[config.mk]
export PLATFORM = sky130hd
export DESIGN_NAME = uart_print_sched
export DESIGN_NICKNAME = d
export VERILOG_FILES = /design/src/rtl/uart_print_sched.sv
export SDC_FILE = /design/constraint.sdc
export NUM_CORES = 1
export LEC_CHECK = 0
export ABC_AREA = 1
export CORE_MARGIN = 2
export CORE_UTILIZATION = 48
export DETAILED_ROUTE_END_ITERATION = 10
export PLACE_DENSITY = 0.87
export SLEW_MARGIN = 40
export SYNTH_ARGS = -nofsm -noshare
export SYNTH_HDL_FRONTEND = slang
export SYNTH_SLANG_ARGS = --single-unit
export TNS_END_PERCENT = 10
[constraint.sdc]
create_clock -name clk -period 1.7 [get_ports clk]
set_input_delay 0.255 -clock clk [delete_from_list [all_inputs] [get_ports clk]]
set_output_delay 0.255 -clock clk [all_outputs]
set_load 0.01 [all_outputs]
[src/rtl/uart_print_sched.sv]
// uart_print_sched: round-robin message arbiter for three byte printers feeding one 8N1 UART transmitter
module uart_print_sched #(
  parameter int CLK_FREQ = 12000000,
  parameter int BAUD     = 115200,
  parameter int TIMEOUT  = 65536
) (
  input  logic        clk,
  input  logic        resetn,
  input  logic [2:0]  req_valid,
  input  logic [23:0] req_data,
  input  logic [2:0]  req_last,
  output logic [2:0]  req_ready,
  output logic [2:0]  grant,
  output logic        busy,
  output logic        timeout_pulse,
  output logic        uart_tx
);
  localparam int DIV = CLK_FREQ / BAUD;
  localparam int BW  = DIV > 1 ? $clog2(DIV) : 1;
  localparam int SW  = $clog2(TIMEOUT + 1);
  typedef enum logic [1:0] {S_IDLE, S_START, S_DATA, S_STOP} state_t;
  state_t          r_state, w_state_n;
  logic [BW-1:0]   r_baud;
  logic [2:0]      r_bit;
  logic [7:0]      r_shift, w_shift_n, w_sel_data;
  logic            r_tx, w_tx_n;
  logic [2:0]      r_grant, w_pick;
  logic [1:0]      r_last, w_gidx;
  logic [SW-1:0]   r_stall;
  logic            r_to;
  logic            w_idle, w_baud_end, w_accept, w_sel_valid, w_sel_last, w_stall, w_expire;
  assign w_idle      = r_state == S_IDLE;
  assign w_baud_end  = r_baud == BW'(DIV - 1);
  assign req_ready   = r_grant & {3{w_idle}};
  assign w_accept    = |(req_valid & req_ready);
  assign w_sel_valid = |(req_valid & r_grant);
  assign w_sel_last  = |(req_last & r_grant);
  assign w_gidx      = r_grant[0] ? 2'd0 : r_grant[1] ? 2'd1 : 2'd2;
  assign w_sel_data  = r_grant[0] ? req_data[7:0] : r_grant[1] ? req_data[15:8] : req_data[23:16];
  assign w_stall     = |r_grant && w_idle && !w_sel_valid;
  assign w_expire    = w_stall && r_stall == SW'(TIMEOUT - 1);
  assign w_pick      = r_last == 2'd0 ? (req_valid[1] ? 3'b010 : req_valid[2] ? 3'b100 : req_valid[0] ? 3'b001 : 3'b000) :
                       r_last == 2'd1 ? (req_valid[2] ? 3'b100 : req_valid[0] ? 3'b001 : req_valid[1] ? 3'b010 : 3'b000) :
                                        (req_valid[0] ? 3'b001 : req_valid[1] ? 3'b010 : req_valid[2] ? 3'b100 : 3'b000);
  assign grant         = r_grant;
  assign busy          = |r_grant || !w_idle;
  assign timeout_pulse = r_to;
  assign uart_tx       = r_tx;
  // serializer next state, shift register and line level derived from the next state
  always_comb begin
    w_state_n = r_state;
    w_shift_n = r_shift;
    case (r_state)
      S_IDLE:  if (w_accept) begin
                 w_state_n = S_START;
                 w_shift_n = w_sel_data;
               end
      S_START: if (w_baud_end) w_state_n = S_DATA;
      S_DATA:  if (w_baud_end) begin
                 w_shift_n = r_shift >> 1;
                 if (r_bit == 3'd7) w_state_n = S_STOP;
               end
      S_STOP:  if (w_baud_end) w_state_n = S_IDLE;
    endcase
    w_tx_n = w_state_n == S_START ? 1'b0 : w_state_n == S_DATA ? w_shift_n[0] : 1'b1;
  end
  // serializer state, baud and bit counters; reset aborts any frame and idles the line
  always_ff @(posedge clk) begin
    if (!resetn) begin
      r_state <= S_IDLE;
      r_baud  <= '0;
      r_bit   <= '0;
      r_shift <= '0;
      r_tx    <= 1'b1;
    end else begin
      r_state <= w_state_n;
      r_shift <= w_shift_n;
      r_tx    <= w_tx_n;
      r_baud  <= (w_idle || w_baud_end) ? '0 : r_baud + BW'(1);
      r_bit   <= r_state != S_DATA ? 3'd0 : w_baud_end ? r_bit + 3'd1 : r_bit;
    end
  end
  // message-granular grant, round-robin pointer and stall watchdog; an accepted byte beats expiry
  always_ff @(posedge clk) begin
    if (!resetn) begin
      r_grant <= '0;
      r_last  <= 2'd2;
      r_stall <= '0;
      r_to    <= 1'b0;
    end else begin
      r_to    <= w_expire;
      r_stall <= (w_accept || !(|r_grant) || w_expire) ? '0 : w_stall ? r_stall + SW'(1) : r_stall;
      if (|r_grant) begin
        if ((w_accept && w_sel_last) || w_expire) begin
          r_grant <= '0;
          r_last  <= w_gidx;
        end
      end else begin
        r_grant <= w_pick;
      end
    end
  end
endmodule

Word level (Yosys, flattened, before mapping)

Cells that the tools add are included.

Flip-flop bits (word level): 44
Input port bits: 32
Output and inout bits: 9
Word-level logic and storage cells: 83

$add $sub $neg: 3
Equal/unequal tests: 13
Multiplexer cells: 28
Bitwise operators: 5
Reductions and logical operators: 24

Operator list:

| kind                  | count |
|---|---|
| $mux 8                | 4 |
| $mux 3                | 10 |
| $mux 2                | 9 |
| $add 17x1->17 const B | 1 |
| $eq 17x16->1 const B  | 1 |
| $pmux 8 s2            | 1 |
| $and 3x3->3           | 4 |
| $reduce_or 3->1       | 4 |
| $pmux 2 s4            | 1 |
| $add 7x1->7 const B   | 1 |
| $eq 7x7->1 const B    | 1 |
| $eq 2x1->1 const B    | 3 |
| $eq 2x2->1 const B    | 3 |
| $reduce_or 2->1       | 3 |
| $logic_or 1x1->1      | 5 |
| $logic_and 1x1->1     | 4 |
| $logic_not 2->1       | 2 |
| $ne 2x1->1 const B    | 2 |
| $ne 2x2->1 const B    | 2 |
| $add 3x1->3 const B   | 1 |
| $eq 3x3->1 const B    | 1 |
| $logic_not 1->1       | 3 |
| $mux 1                | 3 |
| $reduce_and 3->1      | 1 |
| other kinds (3)       | 3 |

Logic depth before layout (Yosys ltp)

Gate-level depths: netlist of run 1.

Depth after elaboration: 9
Depth in mapped cells: 12
Mapped depth without buffers: 12

Worst setup path after synthesis of run 1

No wires, ideal clock.

Path kind: register to register
Start point: reg r_stall[0]
End point: reg r_stall[10]
Library setup time: 0.125 ns
Arrival: 1.633 ns
Data required time: 1.575 ns
Path slack: -0.057 ns
Cell stages (with the launch flop): 11
Buffers on the path: 1
Cell sequence: dfxtp_1 ha_1 nand2_1 nor2_1 nand2_1 nor4_1 ha_1 nand2_4 nand2_4 buf_8 nor3_2

Word-level cells in the longest chain between the ends: 4

RTL lines:

| what                                                                  | RTL line | text |
|---|---|---|
| from (decl)                                                           | 29       | `logic [SW-1:0] r_stall;` |
| from (signal assigned)                                                | 92       | `r_stall <= (w_accept \|\| !(\|r_grant) \|\| w_expire) ? '0 : w_stall ? r_stall + SW'(1) : r_stall;` |
| parallel branches: the longest is 4 deep, another holds $add 17x1->17 | n/a      |  |

Several ways; the timed one is not identified.
A chain may end at the register's enable or synchronous reset.

Worst setup path in the final report of run 1

Start point: reg r_grant[0], in the netlist grant[0]
End point: out grant[0]

RTL lines:

| what                   | RTL line | text |
|---|---|---|
| from (decl)            | 27       | `logic [2:0] r_grant, w_pick;` |
| from (signal assigned) | 99       | `r_grant <= w_pick;` |
| to (decl)              | 13       | `output logic [2:0] grant,` |

No word-level cell between the ends.

==> impl_metrics.toml, run 1 <==
[floorplan]
fp.dieW_um = 74.3
die_h_um = 74.3
io-pin-count = 41
coreArea_um2 = 4750
fp.dieArea_um2 = 5530
initial_core_util_pct = 49.9
rows = 25

[critical_path]
r2r_cells = 10
crit_start = "grant[0]$_SDFFE_PN0P_"
cp.buffers_inverters = 2
cp_data_arrival_time_ns = 1.44
r2r-start = "r_stall[1]$_SDFFE_PP0N_"
r2r_end = "grant[1]$_SDFFE_PN0P_"
critPathMaxStageDelay_ns = 0.56
crit_fanout = 13
critPathLaunchType = "register"
rrSetupSlack_ns = 0.06
crit_type = "reg -> out"
critical-path-top-delay-family = "buffers and inverters"
critical_path_depth = 2
crit_end = "grant[0]"
crit_required_ns = 1.44
worstPathCellList = "buf_4 > clkdlybuf4s50_1"
slowest_stage = "clkdlybuf4s50_1"
worst_setup_path_end_kind = "output pin"

[routing]
routedWlPerCell_um = 12.1
drc = 0
finalWirelength_mm = 6.11
dr.pass1.iters = 4
vias_per_cell = 5.15
vias = 2595
first_iter_violations = 204
antenna_left = 0

[min_path]
min_from = "r_baud[0]$_SDFF_PP0_"
holdCritPathClass = "reg -> reg"

[grt]
grtUsageMet2_pct = 43.6
grt_pass1_wl_mm = 10.2
grt_antenna_before_repair = 0
grt_use_total_pct = 23.5
met3_usage_pct = 4.07
grt_max_degree = 15
grt-ovfl-total = 0
grt_pass1_vias = 2409
top_usage_layer = "met2"
gr-usage-met1_pct = 27.0

[pwr]
power_density_nw_per_um2 = 771
ir_drop_v = 0.000382
total_power_mw = 2.58
p_leak_nw = 1.37

[finish]
stdcell_area_um2 = 3340
final_cells = 504
nets = 473
diodes = 0
layout-drive-gt1-share_pct = 20.8
area_delta_synth_final_pct = 40.7

[cts]
cts_buffers = 5
cts_hold_buf = 0
cts_root_buffer = "clkbuf_8"
path_clk_slew_ns = 0.09
cts_tree = "yes"
htreeDepth = 2
clkLatencyLatePin_ns = 0.30
cts_sinks = 44
cts_buffer_depth = 2

[run]
max_cap_violations = 0

[logic_synthesis]
netlist-cell-type-count = 31
synth_area_um2 = 2370
yosys_most_used_dff = "dfxtp_1"
syn_area_per_cell_um2 = 6.73
synth_edf_count = 0
yosys_warnings = 0
syn_nets = 390
ys_seq_area_share_pct = 37.1
synth-seq-cells = 44
synthCells = 353
async_flop_share_pct = 0

[timing]
fin_crit_ns = 1.70
finalHoldViolCount = 0
min_period_over_period_pct = 99.8
max_freq_ghz = 0.590
slew_headroom_pct = 77.0
fin_skew_ns = 0.00637
setup_tns_ns = 0
setup_viol = 0
rsz0062_at_grt = "true"
slew_viol_final = 0
worstMarginPinSlew_ns = 0.344
setup_slack_ns = 0.00370

[run_status]
status = "finished, final reports clean"

[place]
place_ws_ns = -0.0934
post-dp-hpwl_mm = 4.57
dp_cells = 494
io_buffers = 40
gp_congestion = 0.934
dpl_cell_area_um2 = 3170
power breakdown:
part	total, mW	internal (mW)	switching (mW)
clock	0.802	0.435	0.367
sequential	1.11	1.07	0.0342
combinational	0.667	0.320	0.347
total	2.58	1.83	0.749
stage by stage:
stage / utilization, % / hold slack (ns)
3_3_place_gp: 66.8 / 0.430
3_5_place_dp: 66.8 / 0.444
5_1_grt: 70.3 / 0.479
4_1_cts: 69.3 / 0.459
2_1_floorplan: - / 0.339
6_report: 70.3 / 0.457
sequential cells by signal, indices dropped and copies added (netlist names):
register       flops
timeout_pulse      1
uart_tx            1
r_stall           17
r_last             2
r_bit              3
r_state            2
r_shift            8
grant              3
r_baud             7
layout make-up:
cell class                 count  area [um2]
fill                         395        1410
multi-input combinational    272        1410
sequential                    44         887
timing repair buffer          81         732
inverter                      32         120
tap                           67        83.8
clock buffer                   5        68.8
clock inverter                 3        42.5
layout by cell type, fill, tap and decap left out, types with 6 or more instances in the layout:
| master | n |
|---|---|
| a21oi_2 | 8 |
| inv_1 | 26 |
| a21oi_1 | 16 |
| nor2_1 | 49 |
| nor3_1 | 9 |
| clkdlybuf4s50_1 | 36 |
| nand3_1 | 29 |
| nand4_1 | 7 |
| inv_2 | 6 |
| o21ai_0 | 6 |
| a31oi_1 | 6 |
| nand2_1 | 103 |
| buf_4 | 38 |
| dfxtp_1 | 39 |
worst min-delay path by stage:
stage	end	slack, ns	cells after the start
floorplan	r_last[1]$_SDFFE_PN1P_	0.34	1
global placement	r_baud[0]$_SDFF_PP0_	0.43	1
detailed placement	r_baud[0]$_SDFF_PP0_	0.44	1
CTS	r_baud[0]$_SDFF_PP0_	0.46	1
global route	r_baud[0]$_SDFF_PP0_	0.48	1
finish	r_baud[0]$_SDFF_PP0_	0.46	1
Yosys cell counts, drive strengths merged, types with 5 or more instances:
| cell | n | area [um2] |
|---|---|---|
| nand2 | 110 | 428 |
| a31oi | 6 | 37.5 |
| nor2 | 55 | 224 |
| dfxtp | 44 | 881 |
| inv | 32 | 120 |
| nor3 | 13 | 86.3 |
| o21ai | 7 | 35.0 |
| ha | 5 | 62.6 |
| nand4 | 7 | 43.8 |
| a21oi | 24 | 150 |
| nand3 | 31 | 160 |
worst register-to-register path, stage by stage, from the launching register on:
cell and delay (ns):
dfxtp_2 0.36, ha_4 0.15, nand2_4 0.06, nor2_4 0.10, nand2_2 0.09, nor4_4 0.14, ha_2 0.25, nand2_4 0.09
buf_4 0.17, nand3_1 0.06, a21oi_1 0.07
cell families (layout without fill, tap and decap cells):
group	Yosys count	in the layout	share of synthesized area, %
compound gates	38	38	9.75
xor+xnor	6	6	2.21
fa+ha+maj	5	5	2.63
buf+inv	37	121	6.69
flops	44	44	37.1
simple gates	223	223	41.6
what timing repair did:
item / 4_1_cts / 5_1_grt
pin swaps: 2 / 4
gates resized for setup: 5 / 12
endpoints found under the setup margin: 24 / 26
setup buffers: 1 / 1
routing by layer:
layer | vias to the layer above | routed length, um
met5 | - | 0
met4 | 0 | 126
met3 | 14 | 213
met2 | 66 | 3250
met1 | 1198 | 2520
li1 | 1317 | -
(Power assumes the default switching activity.)
==> run 2: changes to the inputs <==
--- a/config.mk
+++ b/config.mk
@@ -6,9 +6,10 @@
 export NUM_CORES = 1
 export LEC_CHECK = 0
 export ABC_AREA = 1
-export CORE_MARGIN = 2
+export CORE_MARGIN = 1
 export CORE_UTILIZATION = 48
 export DETAILED_ROUTE_END_ITERATION = 10
+export GPL_TIMING_DRIVEN = 0
 export PLACE_DENSITY = 0.87
 export SLEW_MARGIN = 40
 export SYNTH_ARGS = -nofsm -noshare
==> run 2 against run 1 <==
  * The flow now finishes with violations (setup timing)
  * Combinational power fell by 2%
  * Maximum frequency fell by 8.2%
  * Sequential cell count did not move
  * Routed wire length rose by 2.0%
  * Register-to-register slack got worse by 0.21 ns
  * Cell area rose by 0.11%
  * First-iteration DRC count fell by 46%
  * Clock power fell by 0.5%
  * Worst setup slack got worse by 0.15 ns
  * Non-clock buffer count fell by 11
  * Critical path type is now reg -> reg
==> impl_metrics.toml, run 2 (same netlist as run 1, synthesis figures left out) <==
[critical_path]
critPathLaunchType = "register"
crit_end = "r_last[0]$_SDFFE_PN0P_"
crit_type = "reg -> reg"
rrSetupSlack_ns = -0.15
worst_setup_path_end_kind = "register"
r2r-start = "r_stall[4]$_SDFFE_PP0N_"
cp_data_arrival_time_ns = 2.08
crit_start = "r_stall[4]$_SDFFE_PP0N_"
critPathMaxStageDelay_ns = 0.37
slowest_stage = "dfxtp_2"
crit_fanout = 4
r2r_end = "r_last[0]$_SDFFE_PN0P_"
worstPathCellList = "nand2_4 > inv_2 > nand2_2 > nor2_4 > nand2_4 > nor4_4 > ha_2 > nand2_4 > buf_6 > nand2_2 > nand2_1 > a21oi_1"
crit_required_ns = 1.93
r2r_cells = 12
crit_path_frequent_cell = "nand2_4"

[timing]
setup_viol = 23
fin_crit_ns = 1.85
min_period_over_period_pct = 109
slew_headroom_pct = 57.0
finalHoldViolCount = 0
slew_viol_final = 0
fin_skew_ns = 0.00600
setup_slack_ns = -0.148
max_freq_ghz = 0.541
worstMarginPinSlew_ns = 0.643
setup_tns_ns = -1.63
rsz0062_at_grt = "true"

[routing]
met1Wirelength_mm = 2.53
first_iter_violations = 110
dr.max_layer_used = "met4"
drc = 0
vias = 2559
routedWlPerCell_um = 12.6
antenna_left = 0
vias_per_cell = 5.19
finalWirelength_mm = 6.24
dr.pass1.iters = 5
met3WireLength_um = 250
wl_met2_mm = 3.27

[run]
max_cap_violations = 0

[place]
io_buffers = 40
post-dp-hpwl_mm = 4.03
place_ws_ns = -0.319
gp_congestion = 0.860
dpl_cell_area_um2 = 2900

[finish]
nets = 462
reg_top3 = "r_stall: 17 flops, r_shift: 8 flops, r_baud: 7 flops"
layout_commonest_cell = "nand2_1"
largest_reg_flops = 17
layout-drive-gt1-share_pct = 22.1
area_delta_synth_final_pct = 40.9
stdcell_area_um2 = 3350
top_register = "r_stall"
final_cell_mix = "nand2_1, nor2_1, clkdlybuf4s50_1, dfxtp_1, nand3_1"
diodes = 0
final_util_pct = 70.4
n_fill_cell = 382

[cts]
cts_root_buffer = "clkbuf_8"
cts_buffers = 5
clkLatencyLatePin_ns = 0.30
cts_tree = "yes"
path_clk_slew_ns = 0.08
htreeDepth = 2
cts_hold_buf = 0
cts_sinks = 44
cts_buffer_depth = 2

[grt]
grt_use_total_pct = 24.5
grt_pass1_vias = 2371
grt_antenna_before_repair = 0
grt-ovfl-total = 0
grt_max_degree = 15
grt_pass1_wl_mm = 10.1

[run_status]
status = "finished, violations left"
violations = "setup timing"

[pwr]
internal_power_mw = 1.81
p_switching_mw = 0.749
combPwrFrac_pct = 25.5
power_density_nw_per_um2 = 765
total_power_mw = 2.56
p_clk_share_pct = 31.2
p_leak_nw = 1.37
p_seq_share_pct = 43.3
switching_share_pct = 29.3
ir_drop_v = 0.000500

[floorplan]
coreArea_um2 = 4750
fp.dieW_um = 72.3
rows = 25
die_h_um = 72.3
fp.dieArea_um2 = 5230
initial_core_util_pct = 49.9
io-pin-count = 41

[min_path]
holdCritPathClass = "reg -> reg"
## run 2: final cells by class
type	count	area [um2]	share of cell area, %
multi-input combinational	272	1460	43.8
sequential	44	908	27.2
timing repair buffer	65	612	18.3
inverter	32	123	3.66
tap	67	83.8	2.51
clock buffer	5	68.8	2.06
buffer	5	43.8	1.31
clock inverter	3	42.5	1.27
## run 2: worst max-delay path: cells and delay by family (launching register included)
kind                     cells  cell delay (ns)
AND/OR/NAND/NOR              8             0.78
flip-flops                   1             0.37
adder cells (fa/ha/maj)      1             0.26
buffers and inverters        2             0.21
AO/OA/AOI/OAI                1             0.15
## run 2: timing repair
action	in CTS	in global routing
pin swaps	9	10
setup buffers	14	10
gates cloned	1	0
endpoints found under the setup margin	35	35
gates resized for setup	18	28
## run 2: through the flow
| stage | hold slack (ns) | instances |
|---|---|---|
| detailed placement | 0.445 | 460 |
| floorplan | 0.339 | 353 |
| finish | 0.454 | 493 |
| global route | 0.482 | 493 |
| global placement | 0.429 | 460 |
| CTS | 0.459 | 483 |
## run 2: power groups by stage
stage	Clock [mW]	Sequential (mW)	Combinational [mW]
6_report	0.798	1.11	0.653
5_1_grt	0.865	1.11	0.717
4_1_cts	0.819	1.11	0.606
3_5_place_dp	0	1.13	0.549
3_3_place_gp	0	1.13	0.538
2_1_floorplan	0	1.13	0.337
## run 2: worst min path at each step
stage                     depth (start not counted)            startpoint  slack (ns)                     end
after global placement                            1  r_baud[0]$_SDFF_PP0_        0.43    r_baud[0]$_SDFF_PP0_
after CTS                                         1  r_baud[0]$_SDFF_PP0_        0.46    r_baud[0]$_SDFF_PP0_
final                                             1  r_baud[0]$_SDFF_PP0_        0.45    r_baud[0]$_SDFF_PP0_
after global routing                              1  r_baud[0]$_SDFF_PP0_        0.48    r_baud[0]$_SDFF_PP0_
after detailed placement                          1  r_baud[0]$_SDFF_PP0_        0.45    r_baud[0]$_SDFF_PP0_
after floorplan                                   1                resetn        0.34  r_last[1]$_SDFFE_PN1P_
## run 2: metal layers
layer  vias to the layer above  track usage (%)
met2                        69             45.9
met4                         0             11.3
li1                       1296                -
met1                      1175             26.6
met3                        19             4.31
met5                         -                0
